===== config.mk =====
export PLATFORM = sky130hd
export DESIGN_NAME = aes_iter_sequencer
export DESIGN_NICKNAME = d
export VERILOG_FILES = /design/src/rtl/aes_pkg.sv /design/src/rtl/aes_iter_sequencer.sv
export SDC_FILE = /design/constraint.sdc
export NUM_CORES = 1
export LEC_CHECK = 0
export ABC_AREA = 1
export CAP_MARGIN = 20
export CORE_AREA = 2 2 406 408
export DETAILED_ROUTE_END_ITERATION = 6
export DIE_AREA = 0 0 408 410
export GPL_ROUTABILITY_DRIVEN = 0
export PLACE_DENSITY = 0.3
export SKIP_CTS_REPAIR_TIMING = 1
export SLEW_MARGIN = 20
export SYNTH_ARGS = -nofsm -noshare
export SYNTH_HDL_FRONTEND = slang
export SYNTH_SLANG_ARGS = --single-unit

===== constraint.sdc =====
create_clock -name clk -period 2.1 [get_ports clk]
set_clock_uncertainty 0.2 [all_clocks]
set_input_delay 0.42 -clock clk [delete_from_list [all_inputs] [get_ports clk]]
set_output_delay 0.42 -clock clk [all_outputs]
set_load 0.02 [all_outputs]

===== src/rtl/aes_pkg.sv =====
// Shared types, constants and helpers for the iterative AES-128 encrypt path.
// The round unit and key-expansion step import this alongside the sequencer.
package aes_pkg;

    typedef logic [127:0] block_t;
    typedef logic [7:0]   byte_t;

    localparam int    AES128_NR = 10;
    localparam byte_t RCON_INIT = 8'h01;

    typedef enum logic [1:0] {
        IDLE,
        RUN,
        DONE
    } seq_state_t;

    // Multiply by x in GF(2^8) modulo the AES polynomial x^8+x^4+x^3+x+1.
    function automatic byte_t xtime(input byte_t b);
        return {b[6:0], 1'b0} ^ (b[7] ? 8'h1b : 8'h00);
    endfunction

endpackage


===== src/rtl/aes_iter_sequencer.sv =====
// Iterative AES-128 encryption controller: one round per clock through an
// external combinational round unit and key-expansion step.
module aes_iter_sequencer
    import aes_pkg::*;
#(
    parameter int NR    = 10,
    parameter int BLK_W = 128
) (
    input  logic             clk,
    input  logic             rst,

    input  logic             in_valid,
    output logic             in_ready,
    input  logic [BLK_W-1:0] in_text,
    input  logic [BLK_W-1:0] in_key,

    output logic             out_valid,
    input  logic             out_ready,
    output logic [BLK_W-1:0] out_text,

    input  logic             abort,
    output logic             busy,

    output logic [BLK_W-1:0] ks_prev_key,
    output logic [7:0]       ks_rcon,
    input  logic [BLK_W-1:0] ks_next_key,

    output logic [BLK_W-1:0] rd_state,
    output logic [BLK_W-1:0] rd_key,
    output logic             rd_final,
    input  logic [BLK_W-1:0] rd_result
);

    // Only the AES-128 schedule is implemented; anything else must not build.
    if (NR != AES128_NR || BLK_W != 128) begin : g_bad_cfg
        $fatal(1, "aes_iter_sequencer: only NR=10, BLK_W=128 supported");
    end

    localparam logic [3:0] LAST_ROUND = 4'(AES128_NR);

    seq_state_t fsm_q,   fsm_d;
    block_t     state_q, state_d;
    block_t     key_q,   key_d;
    logic [3:0] round_q, round_d;
    byte_t      rcon_q,  rcon_d;

    logic       load;

    assign in_ready  = (fsm_q == IDLE) | ((fsm_q == DONE) & out_ready);
    assign out_valid = (fsm_q == DONE);
    assign busy      = (fsm_q == RUN);
    assign out_text  = state_q;

    // Datapath drives are unconditional; the round logic ignores them outside RUN.
    assign rd_state    = state_q;
    assign ks_prev_key = key_q;
    assign ks_rcon     = rcon_q;
    assign rd_key      = ks_next_key;
    assign rd_final    = (round_q == LAST_ROUND);

    // Abort wins over a simultaneous accept, so the block is never half-loaded.
    assign load = in_valid & in_ready & ~abort;

    always_comb begin
        fsm_d   = fsm_q;
        state_d = state_q;
        key_d   = key_q;
        round_d = round_q;
        rcon_d  = rcon_q;

        if (abort) begin
            fsm_d = IDLE;
        end else if (load) begin
            state_d = in_text ^ in_key;
            key_d   = in_key;
            round_d = 4'd1;
            rcon_d  = RCON_INIT;
            fsm_d   = RUN;
        end else begin
            case (fsm_q)
                RUN: begin
                    state_d = rd_result;
                    key_d   = ks_next_key;
                    rcon_d  = xtime(rcon_q);
                    if (round_q == LAST_ROUND) begin
                        fsm_d = DONE;
                    end else begin
                        round_d = round_q + 4'd1;
                    end
                end
                DONE: begin
                    if (out_ready) begin
                        fsm_d = IDLE;
                    end
                end
                default: begin
                    fsm_d = fsm_q;
                end
            endcase
        end
    end

    always_ff @(posedge clk) begin
        if (rst) begin
            fsm_q   <= IDLE;
            state_q <= '0;
            key_q   <= '0;
            round_q <= '0;
            rcon_q  <= RCON_INIT;
        end else begin
            fsm_q   <= fsm_d;
            state_q <= state_d;
            key_q   <= key_d;
            round_q <= round_d;
            rcon_q  <= rcon_d;
        end
    end

endmodule

==> results.py <==
metrics = {
    "setup_path": {
        "path_class": "flip-flop to output port",
        "cp_max_fo": 3,
        "cp-end-kind": "output port",
        "start_kind": "flip-flop",
        "cp.arrival_ns": 1.56,
        "crit_required_ns": 1.48,
    },
    "die": {
        "die_y_microns": 410,
        "fp-row-count": 149,
        "dieArea_sq_um": 167000,
        "start_util": 0.111,
        "die_x_microns": 408,
        "ioPinCount": 1041,
        "core_sq_um": 163000,
    },
    "grt": {
        "grt_pass1_wl_mm": 174,
        "antenna_found_initial": 45,
        "track_usage": 0.147,
        "grt_max_degree": 56,
        "overflow": 0,
        "grt_pass1_vias": 21272,
    },
    "routing": {
        "vias": 21926,
        "drt_first_pass_iters": 7,
        "wire_per_inst_microns": 21.0,
        "drc": 1,
        "viasPerCell": 3.51,
        "drt-initial-drc-count": 917,
        "ant_nets": 0,
        "routed_wl_mm": 131,
    },
    "status": {
        "status": "finished, violations left",
        "violations": "design-rule violations, negative setup slack",
    },
    "final_layout": {
        "finalInstanceArea_sq_um": 34200,
        "area_growth_pct": 87.5,
        "fin_cells": 6239,
        "final_cell_mix": "921 x nand2_1, 524 x inv_1, 515 x clkdlybuf4s50_1",
        "final_nets": 4537,
        "fillCellCount": 18562,
        "drive_gt1_frac": 0.104,
        "final_common_cell": "nand2_1",
    },
    "timing": {
        "fin_crit_ns": 2.18,
        "worst_slack_ns": -0.0837,
        "setup_viol": 2,
        "rsz0062_at_grt": "yes",
        "finalHoldViolations": 0,
        "fin_crit_sh": 1.04,
        "fmax_mhz": 458,
        "tightest_slew_ns": 0.484,
        "slew_viol_final": 0,
        "relSlewSlack": 0.677,
        "tns_ns": -0.141,
    },
    "pwr": {
        "ir_drop_v": 0.000357,
        "p_leak_nw": 21.8,
        "power.density_nw_per_um2": 555,
    },
    "synth": {
        "synth.avg_cell_area_sq_um": 5.88,
        "synth_seq_cells": 270,
        "syn_nets": 3621,
        "synth_cell_types": 20,
        "synth_top_area_frac": 0.296,
        "yosysTopAreaCell": "dfxtp_1",
        "ys_top_cells_by_area": "dfxtp_1 30%, nand2_1 19%, inv_1 11%",
        "seq_area_frac_synth": 0.296,
        "yosysWarnings": 0,
        "syn_area_sq_um": 18200,
        "synthCells": 3099,
    },
    "job": {
        "cap_violations": 0,
    },
    "min_path": {
        "hp-class": "flip-flop to flip-flop",
    },
    "clocking": {
        "cts.sinks": 270,
        "cts.clk_slew.worst_paths_ns": 0.06,
        "clockBufferDepth": 3,
        "insertion_delay_ns": 0.60,
        "cts_root_buf": "clkbuf_16",
        "htree_levels": 2,
        "cts_tree": "yes",
        "cts_buffers": 42,
    },
    "placement": {
        "place_inst": 6146,
        "dp_hpwl_mm": 107,
        "io_buffers": 1040,
        "dpl_cell_area_sq_um": 31300,
    },
}
==> metal layers <==
layer,track usage,wire length (microns)
met1,0.167,52400
met2,0.262,65200
met3,0.0561,11200
met4,0.0274,2240
met5,0,208
==> final cells by class <==
type	instances	area, sq um	share of cell area
flip-flops and latches	270	5410	0.158
multi-input cells	1860	8120	0.238
diodes	4	10.0	0.000293
inverters	527	1980	0.0579
repair buffers	1314	14500	0.425
well taps	2189	2740	0.0801
clock buffers	67	1300	0.0379
clock inverters	8	96.3	0.00282
==> through the flow <==
step | utilization | setup slack [ns] | hold slack, ns | total power, mW
after floorplan | - | 0.206 | 0.252 | 8.33
after global placement | 0.191 | -0.334 | 0.267 | 11.8
after detailed placement | 0.191 | -0.286 | 0.269 | 11.8
after CTS | 0.200 | -0.610 | -0.127 | 19.5
after global routing | 0.209 | -0.159 | 0.285 | 20.0
final | 0.209 | -0.0837 | 0.270 | 19.0
==> flip-flops by register name, indices dropped and copies added (netlist names) <==
name / count
fsm_q: 2
ks_rcon: 8
round_q: 4
out_text: 128
ks_prev_key: 128
==> power by group <==
part           internal, mW  switching (mW)  total [mW]
Clock                  4.44            3.01        7.46
Sequential             5.46           0.293        5.75
Combinational          2.73            3.03        5.76
Total                  12.6            6.34        19.0
==> worst max-delay path: stages, from the launching register on <==
cell and delay [ns]:
dfxtp_2 0.35, inv_2 0.06, ha_2 0.18, inv_2 0.06, nand2_4 0.06, buf_16 0.13, buf_8 0.12
==> cell usage after synthesis <==
cell type / n
a21oi_1: 268
a31oi_1: 1
buf_2: 138
buf_4: 258
clkbuf_1: 46
dfxtp_1: 270
ha_1: 5
inv_1: 527
nand2_1: 925
nand2_4: 1
nand3_1: 390
nor2_1: 132
nor2_2: 2
nor3_1: 1
o21ai_0: 107
o21ai_1: 23
o21bai_1: 1
or2_0: 1
or2_2: 1
xor2_1: 2
==> logic make-up (layout without fill, tap and decap cells) <==
logic type | after synthesis | in the layout | synth area share
other | 0 | 4 | 0
XOR/XNOR | 2 | 2 | 0.000961
adder cells (fa/ha/maj) | 5 | 5 | 0.00343
AND/OR/NAND/NOR | 1453 | 1453 | 0.327
buffers and inverters | 969 | 1916 | 0.262
AO/OA/AOI/OAI | 400 | 400 | 0.110
flip-flops | 270 | 270 | 0.296
==> path summary, 6_finish.rpt <==
path / startpoint / to / slack, ns / cells past startpoint
worst max register to register: fsm_q[0] / out_text[67] / 0.08 / 11
worst min register to register: ks_rcon[1] / ks_rcon[2] / 0.27 / 2
worst max-delay path: fsm_q[0] / in_ready / -0.08 / 6
worst min-delay path: ks_rcon[1] / ks_rcon[2] / 0.27 / 2
Note: power is estimated with default switching activity, not from simulation.
